--- src/rtl/piano_pkg.sv ---
// piano_pkg
// Shared definitions for the piano design: ROM entry field widths, note
// codes, the sequencer state encoding and the note -> half-period lookup
// used by the buzzer tone stage.
package piano_pkg;

    localparam int NOTE_W  = 4;
    localparam int BEATS_W = 4;
    localparam int ENTRY_W = NOTE_W + BEATS_W;
    localparam int HALF_W  = 18;
    localparam int CNT_W   = 32;

    localparam logic [NOTE_W-1:0] NOTE_REST = 4'd0;
    localparam logic [NOTE_W-1:0] NOTE_C4   = 4'd1;
    localparam logic [NOTE_W-1:0] NOTE_D4   = 4'd2;
    localparam logic [NOTE_W-1:0] NOTE_E4   = 4'd3;
    localparam logic [NOTE_W-1:0] NOTE_F4   = 4'd4;
    localparam logic [NOTE_W-1:0] NOTE_G4   = 4'd5;
    localparam logic [NOTE_W-1:0] NOTE_A4   = 4'd6;
    localparam logic [NOTE_W-1:0] NOTE_B4   = 4'd7;
    localparam logic [NOTE_W-1:0] NOTE_C5   = 4'd8;

    typedef enum logic [1:0] {
        IDLE = 2'd0,
        LOAD = 2'd1,
        PLAY = 2'd2,
        GAP  = 2'd3
    } state_e;

    // Buzzer toggle interval in clocks; codes outside C4..C5 are rests (0).
    function automatic logic [HALF_W-1:0] half_period_of(input logic [NOTE_W-1:0] note);
        logic [HALF_W-1:0] hp;
        case (note)
            NOTE_C4: hp = 18'd191110;
            NOTE_D4: hp = 18'd170265;
            NOTE_E4: hp = 18'd151685;
            NOTE_F4: hp = 18'd143172;
            NOTE_G4: hp = 18'd127551;
            NOTE_A4: hp = 18'd113636;
            NOTE_B4: hp = 18'd101239;
            NOTE_C5: hp = 18'd95556;
            default: hp = '0;
        endcase
        return hp;
    endfunction

    function automatic logic is_audible(input logic [NOTE_W-1:0] note);
        return (note >= NOTE_C4) && (note <= NOTE_C5);
    endfunction

endpackage

--- src/rtl/song_rom.sv ---
// song_rom
// Registered song ROM, one-cycle read latency. Each entry is {note[7:4],
// beats[3:0]}. Either the built-in tune (case table) or a caller-supplied
// packed image (entry i at bits [8*i +: 8]) is used.
// Ports:
//   clk   - system clock
//   rst_n - asynchronous active-low reset (clears the read register)
//   addr  - read address, sampled on the rising edge
//   data  - registered entry for the address sampled on the previous edge
module song_rom
    import piano_pkg::*;
#(
    parameter int                            SONG_LEN   = 32,
    parameter bit                            USE_CUSTOM = 1'b0,
    parameter logic [ENTRY_W*SONG_LEN-1:0]   CUSTOM     = '0
) (
    input  logic                        clk,
    input  logic                        rst_n,
    input  logic [$clog2(SONG_LEN)-1:0] addr,
    output logic [ENTRY_W-1:0]          data
);

    logic [ENTRY_W-1:0] entry_d;
    logic [ENTRY_W-1:0] data_q;

    always_comb begin
        entry_d = '0;
        if (USE_CUSTOM) begin
            entry_d = CUSTOM[int'(addr)*ENTRY_W +: ENTRY_W];
        end else begin
            // Built-in tune: "Twinkle Twinkle", then a rest, then end marker.
            case (int'(addr))
                0:       entry_d = {NOTE_C4, 4'd1};
                1:       entry_d = {NOTE_C4, 4'd1};
                2:       entry_d = {NOTE_G4, 4'd1};
                3:       entry_d = {NOTE_G4, 4'd1};
                4:       entry_d = {NOTE_A4, 4'd1};
                5:       entry_d = {NOTE_A4, 4'd1};
                6:       entry_d = {NOTE_G4, 4'd2};
                7:       entry_d = {NOTE_F4, 4'd1};
                8:       entry_d = {NOTE_F4, 4'd1};
                9:       entry_d = {NOTE_E4, 4'd1};
                10:      entry_d = {NOTE_E4, 4'd1};
                11:      entry_d = {NOTE_D4, 4'd1};
                12:      entry_d = {NOTE_D4, 4'd1};
                13:      entry_d = {NOTE_C4, 4'd2};
                14:      entry_d = {NOTE_REST, 4'd2};
                default: entry_d = '0;
            endcase
        end
    end

    always_ff @(posedge clk or negedge rst_n) begin
        if (!rst_n) begin
            data_q <= '0;
        end else begin
            data_q <= entry_d;
        end
    end

    assign data = data_q;

endmodule

--- src/rtl/melody_sequencer.sv ---
// melody_sequencer
// Autonomous tune player. Walks the song ROM, enabling the buzzer tone
// stage for each entry's duration with that note's half-period, and
// inserting a silent gap after every entry.
// Ports:
//   clk         - system clock
//   rst_n       - asynchronous active-low reset
//   start       - begin playback at entry 0 (ignored while busy)
//   stop        - abort playback (wins over everything)
//   loop        - at end of song, wrap to entry 0 instead of finishing
//   tone_en     - buzzer counter enable
//   half_period - buzzer toggle interval in clocks (0 for rests)
//   note_idx    - current note code for the LED display
//   busy        - high whenever not IDLE
//   done        - one-cycle pulse on natural end of song
module melody_sequencer
    import piano_pkg::*;
#(
    parameter int unsigned                 BEAT_CYCLES    = 25_000_000,
    parameter int unsigned                 GAP_CYCLES     = 2_500_000,
    parameter int unsigned                 SONG_LEN       = 32,
    parameter bit                          USE_CUSTOM_ROM = 1'b0,
    parameter logic [ENTRY_W*SONG_LEN-1:0] CUSTOM_ROM     = '0
) (
    input  logic              clk,
    input  logic              rst_n,
    input  logic              start,
    input  logic              stop,
    input  logic              loop,
    output logic              tone_en,
    output logic [HALF_W-1:0] half_period,
    output logic [NOTE_W-1:0] note_idx,
    output logic              busy,
    output logic              done
);

    localparam int AW = $clog2(SONG_LEN);

    // Elaboration-time parameter checks.
    if (64'(BEAT_CYCLES) * 64'd15 > 64'hFFFF_FFFF) begin : g_beat_overflow
        $error("melody_sequencer: 15*BEAT_CYCLES does not fit the 32-bit duration counter");
    end
    if (SONG_LEN < 2 || (SONG_LEN & (SONG_LEN - 1)) != 0) begin : g_bad_len
        $error("melody_sequencer: SONG_LEN must be a power of two >= 2");
    end
    if (BEAT_CYCLES == 0 || GAP_CYCLES == 0) begin : g_bad_timing
        $error("melody_sequencer: BEAT_CYCLES and GAP_CYCLES must be non-zero");
    end

    state_e              state_q, state_d;
    logic [AW-1:0]       addr_q, addr_d;
    logic [CNT_W-1:0]    cnt_q, cnt_d;
    logic                tone_en_q, tone_en_d;
    logic [HALF_W-1:0]   half_q, half_d;
    logic [NOTE_W-1:0]   note_q, note_d;
    logic                busy_q, busy_d;
    logic                done_q, done_d;

    logic [ENTRY_W-1:0]  rom_data;
    logic [NOTE_W-1:0]   entry_note;
    logic [BEATS_W-1:0]  entry_beats;
    logic                entry_is_end;

    // The ROM is addressed with the next address so that the entry is
    // already registered by the first cycle spent in LOAD.
    song_rom #(
        .SONG_LEN  (SONG_LEN),
        .USE_CUSTOM(USE_CUSTOM_ROM),
        .CUSTOM    (CUSTOM_ROM)
    ) u_rom (
        .clk  (clk),
        .rst_n(rst_n),
        .addr (addr_d),
        .data (rom_data)
    );

    assign entry_note   = rom_data[ENTRY_W-1:BEATS_W];
    assign entry_beats  = rom_data[BEATS_W-1:0];
    // The last ROM slot ends the song whatever it holds.
    assign entry_is_end = (entry_beats == '0) || (addr_q == AW'(SONG_LEN - 1));

    always_ff @(posedge clk or negedge rst_n) begin
        if (!rst_n) begin
            state_q   <= IDLE;
            addr_q    <= '0;
            cnt_q     <= '0;
            tone_en_q <= 1'b0;
            half_q    <= '0;
            note_q    <= '0;
            busy_q    <= 1'b0;
            done_q    <= 1'b0;
        end else begin
            state_q   <= state_d;
            addr_q    <= addr_d;
            cnt_q     <= cnt_d;
            tone_en_q <= tone_en_d;
            half_q    <= half_d;
            note_q    <= note_d;
            busy_q    <= busy_d;
            done_q    <= done_d;
        end
    end

    always_comb begin
        state_d   = state_q;
        addr_d    = addr_q;
        cnt_d     = cnt_q;
        tone_en_d = tone_en_q;
        half_d    = half_q;
        note_d    = note_q;
        done_d    = 1'b0;

        case (state_q)
            IDLE: begin
                if (start) begin
                    state_d = LOAD;
                    addr_d  = '0;
                end
            end
            LOAD: begin
                if (entry_is_end) begin
                    addr_d = '0;
                    if (!loop) begin
                        state_d   = IDLE;
                        done_d    = 1'b1;
                        cnt_d     = '0;
                        tone_en_d = 1'b0;
                        half_d    = '0;
                        note_d    = '0;
                    end
                    // With loop set, stay in LOAD so entry 0 is fetched.
                end else begin
                    state_d   = PLAY;
                    cnt_d     = CNT_W'(entry_beats) * CNT_W'(BEAT_CYCLES) - CNT_W'(1);
                    tone_en_d = is_audible(entry_note);
                    half_d    = half_period_of(entry_note);
                    note_d    = entry_note;
                end
            end
            PLAY: begin
                if (cnt_q == '0) begin
                    state_d   = GAP;
                    cnt_d     = CNT_W'(GAP_CYCLES) - CNT_W'(1);
                    tone_en_d = 1'b0;
                end else begin
                    cnt_d = cnt_q - CNT_W'(1);
                end
            end
            GAP: begin
                if (cnt_q == '0) begin
                    state_d = LOAD;
                    addr_d  = addr_q + AW'(1);
                end else begin
                    cnt_d = cnt_q - CNT_W'(1);
                end
            end
            default: begin
                state_d = IDLE;
            end
        endcase

        if (stop) begin
            state_d   = IDLE;
            addr_d    = '0;
            cnt_d     = '0;
            tone_en_d = 1'b0;
            half_d    = '0;
            note_d    = '0;
            done_d    = 1'b0;
        end
    end

    assign busy_d = (state_d != IDLE);

    assign tone_en     = tone_en_q;
    assign half_period = half_q;
    assign note_idx    = note_q;
    assign busy        = busy_q;
    assign done        = done_q;

endmodule

--- config.mk ---
export PLATFORM = sky130hd
export DESIGN_NAME = melody_sequencer
export DESIGN_NICKNAME = d
export VERILOG_FILES = /design/src/rtl/piano_pkg.sv /design/src/rtl/song_rom.sv /design/src/rtl/melody_sequencer.sv
export SDC_FILE = /design/constraint.sdc
export NUM_CORES = 1
export LEC_CHECK = 0
export CAP_MARGIN = 30
export CELL_PAD_IN_SITES_DETAIL_PLACEMENT = 2
export CELL_PAD_IN_SITES_GLOBAL_PLACEMENT = 2
export CORE_UTILIZATION = 35
export DETAILED_ROUTE_END_ITERATION = 8
export PLACE_DENSITY = 0.77
export SLEW_MARGIN = 0
export SYNTH_ARGS = -nofsm -noshare
export SYNTH_HDL_FRONTEND = slang
export SYNTH_HIERARCHICAL = 1
export SYNTH_SLANG_ARGS = --single-unit
--- constraint.sdc ---
create_clock -name clk -period 11.2 [get_ports clk]
set_input_delay 2.24 -clock clk [delete_from_list [all_inputs] [get_ports clk]]
set_output_delay 2.24 -clock clk [all_outputs]
set_load 0.02 [all_outputs]
==> run_results.csv <==
group,metric,value,unit
status,status,"completed",
min_path,min_path_type,"reg -> reg",
clock_tree,cts_tree,"built",
clock_tree,postCtsHoldBufs,0,
run,drv_cap,0,
grt,overflow,0,
final_layout,post-route-util,40.7,%
critical_path,worstPathArrival,4.83,ns
placed_design,place_congestion,0.841,
clock_tree,clkLatencyLatePin,0.34,ns
synth,synth_enable_flop_cells,0,
power_and_ir_drop,ir_drop,0.0000800,V
synth,ys_seq_area_share,30.2,%
synth,yosys.cell_types.count,80,
clock_tree,numCtsBuffers,9,
final_layout,nets,755,
detailed_routing,drt-initial-drc-count,209,
timing,tightestPinTransition,0.933,ns
critical_path,crit_path_start_kind,"input pin",
critical_path,cp.required,11.37,ns
synth,synth_seq_cells,69,
synth,avgSynthCellArea,8.34,sq um
grt,track_usage,25.1,%
power_and_ir_drop,power.leakage,2.70,nW
critical_path,crit_slowest_cell,"nor3b_1",
grt,met1_usage,33.3,%
grt,grt_pass1_wl,32.8,mm
power_and_ir_drop,cellPowerDensity,160,nW/um^2
timing,maxSlewViolCount,0,
grt,first_global_vias,5932,
final_layout,final_common_cell,"dfrtp_1",
detailed_routing,vias,5387,
timing,hold_slack,0.475,ns
grt,grt_use_met2,42.6,%
detailed_routing,totalWireLength,19.7,mm
synth,yosysWarningCount,6,
critical_path,crit_type,"in -> reg",
clock_tree,cts_setup_buffers,0,
final_layout,area_growth,13.4,%
final_layout,n_antenna_cell,0,
timing,relSlewSlack,37.8,%
synth,ys.flop_type,"dfrtp_1",
detailed_routing,vias_per_cell,5.84,
synth,async_flop_share,100,%
floorplan,ios,30,
timing,setup_slack,6.54,ns
critical_path,end_kind,"flop",
synth,synth_area,5720,sq um
floorplan,die_h,130,microns
critical_path,crit_family,"simple AND/OR/NAND/NOR gates",
detailed_routing,ant_nets,0,
timing,max_freq,214,MHz
critical_path,max_stage_delay,0.60,ns
placed_design,numPortBuffers,29,
clock_tree,cts_resized,0,
timing,period_minus_slack,4.66,ns
timing,setup_viol,0,
grt,grtUsageMet3,3.69,%
timing,finalCritPeriodShare,41.6,%
timing,tns,0,ns
timing,rsz0062_at_grt,"false",
clock_tree,max-clock-path-buffers,2,
detailed_routing,wl_per_cell,21.4,microns
floorplan,rows,46,
critical_path,critPathBufInv,2,
grt,grt_max_degree,70,
grt,antenna_found_initial,0,
detailed_routing,drt_first_pass_iters,4,
floorplan,coreArea,15900,sq um
floorplan,die_area,16900,sq um
detailed_routing,post-route-drc-count,0,
clock_tree,clk_pin_slew,0.07,ns
timing,hold_viol,0,
clock_tree,cts-root-buf,"clkbuf_16",
floorplan,die_w,130,microns
placed_design,post-place-ws,6.18,ns
critical_path,critPathMaxFanout,6,
grt,grt_busiest_layer,"met2",
timing,finClkSkew,0.0100,ns
floorplan,initial_utilization,35.9,%
placed_design,dp_hpwl,14.5,mm
synth,synthCells,686,
clock_tree,htreeDepth,3,
final_layout,drive_above_1_share,6.52,%
final_layout,final_cell_mix,"dfrtp_1 (69), nor2_1 (65), nand2_1 (64)",
critical_path,path_cells,"clkdlybuf4s50_1 -> nor2b_1 -> a211oi_1 -> nand2_1 -> a22oi_1 -> nor2_1 -> inv_1 -> ha_1 -> a21oi_1 -> nor3b_1",
clock_tree,cts.sinks,69,
cell families after synthesis:
| kind of cell | count (synthesis) | share of synthesized area, % |
|---|---|---|
| simple gates | 258 | 24.1 |
| compound gates | 223 | 25.3 |
| flops | 69 | 30.2 |
| buf+inv | 61 | 4.81 |
| fa+ha+maj | 49 | 11.8 |
| xor+xnor | 24 | 3.67 |
| other cells | 1 | 0.0655 |
| mux | 1 | 0.175 |
cell type report:
cell class	count	area, sq um
inverters	28	105
clock buffers	12	256
well taps	216	270
multi-input cells	558	3730
fillers	1783	9450
clock inverters	4	77.6
flip-flops and latches	69	1730
repair buffers	35	328
sequential cells by signal, summed over array words and instances, names as in the netlist:
register and flops:
state_q 2, addr_q 5, busy 1, u_rom/data 5, done 1, tone_en 1
half_period 18, cnt_q 32, note_idx 4
final timing paths:
check,endpoint,depth (start not counted),startpoint,slack (ns)
worst max-delay path,u_rom/data[1],10,start,6.54
worst min-delay path,half_period[9],2,half_period[9],0.48
worst min register to register,half_period[9],2,half_period[9],0.48
max in group asynchronous,note_idx[2],2,rst_n,8.48
min in group asynchronous,cnt_q[3],2,rst_n,2.12
worst max register to register,cnt_q[31],12,u_rom/data[1],6.85
synth_stat cells (3+ instances only):
library cell	instances	area share, %
a211oi_2	3	0.66
nor3b_1	7	0.92
fa_1	8	2.8
ha_1	41	9.0
a21o_1	8	1.0
nor2_1	65	4.3
o21a_1	5	0.66
o21ai_0	34	3.0
and2_1	5	0.55
xor2_1	12	1.8
nor3_1	23	2.0
or2_2	3	0.33
nor2b_1	6	0.66
nor4_1	8	0.87
o21bai_1	3	0.39
clkbuf_1	16	1.0
a311oi_1	3	0.46
and3_1	9	0.98
a211oi_1	7	0.92
a22o_1	5	0.77
buf_2	7	0.61
or3_1	4	0.44
a21oi_1	59	5.2
nand2_1	64	4.2
dfrtp_1	69	30
nand2b_1	14	1.5
or4_1	6	0.79
nor4_4	3	1.1
a22oi_1	4	0.52
o21ai_1	32	2.8
nand4_1	5	0.55
buf_4	6	0.79
a221o_1	5	0.87
nand3_1	16	1.4
a31oi_1	9	0.98
xnor2_1	12	1.8
inv_1	28	1.8
o211ai_1	5	0.66
o31ai_1	11	1.4
nand3b_1	4	0.52
stage by stage:
step	cell area (sq um)	cells	total power [mW]
floorplan	5730	688	0.590
global placement	6150	905	0.685
detailed placement	6160	906	0.703
CTS	6490	922	1.04
global route	6490	922	1.09
finish	6490	922	1.04
report_power, final:
group	internal (mW)	switching, mW	leakage (nW)	total, mW
registers	0.283	0.0408	0.920	0.324
clock network	0.209	0.117	0.164	0.326
logic	0.136	0.250	1.62	0.386
tightest hold or removal path, cell delays in order (launching register included):
cell,delay [ns]
dfrtp_1,0.34
nand2_1,0.04
o21ai_0,0.06
metal layers:
metal	vias to the layer above	part of all wire (%)
met5	-	0
met4	0	1.5
met3	25	3.4
met2	99	49
met1	2739	46
li1	2524	-
(Power assumes the default switching activity.)
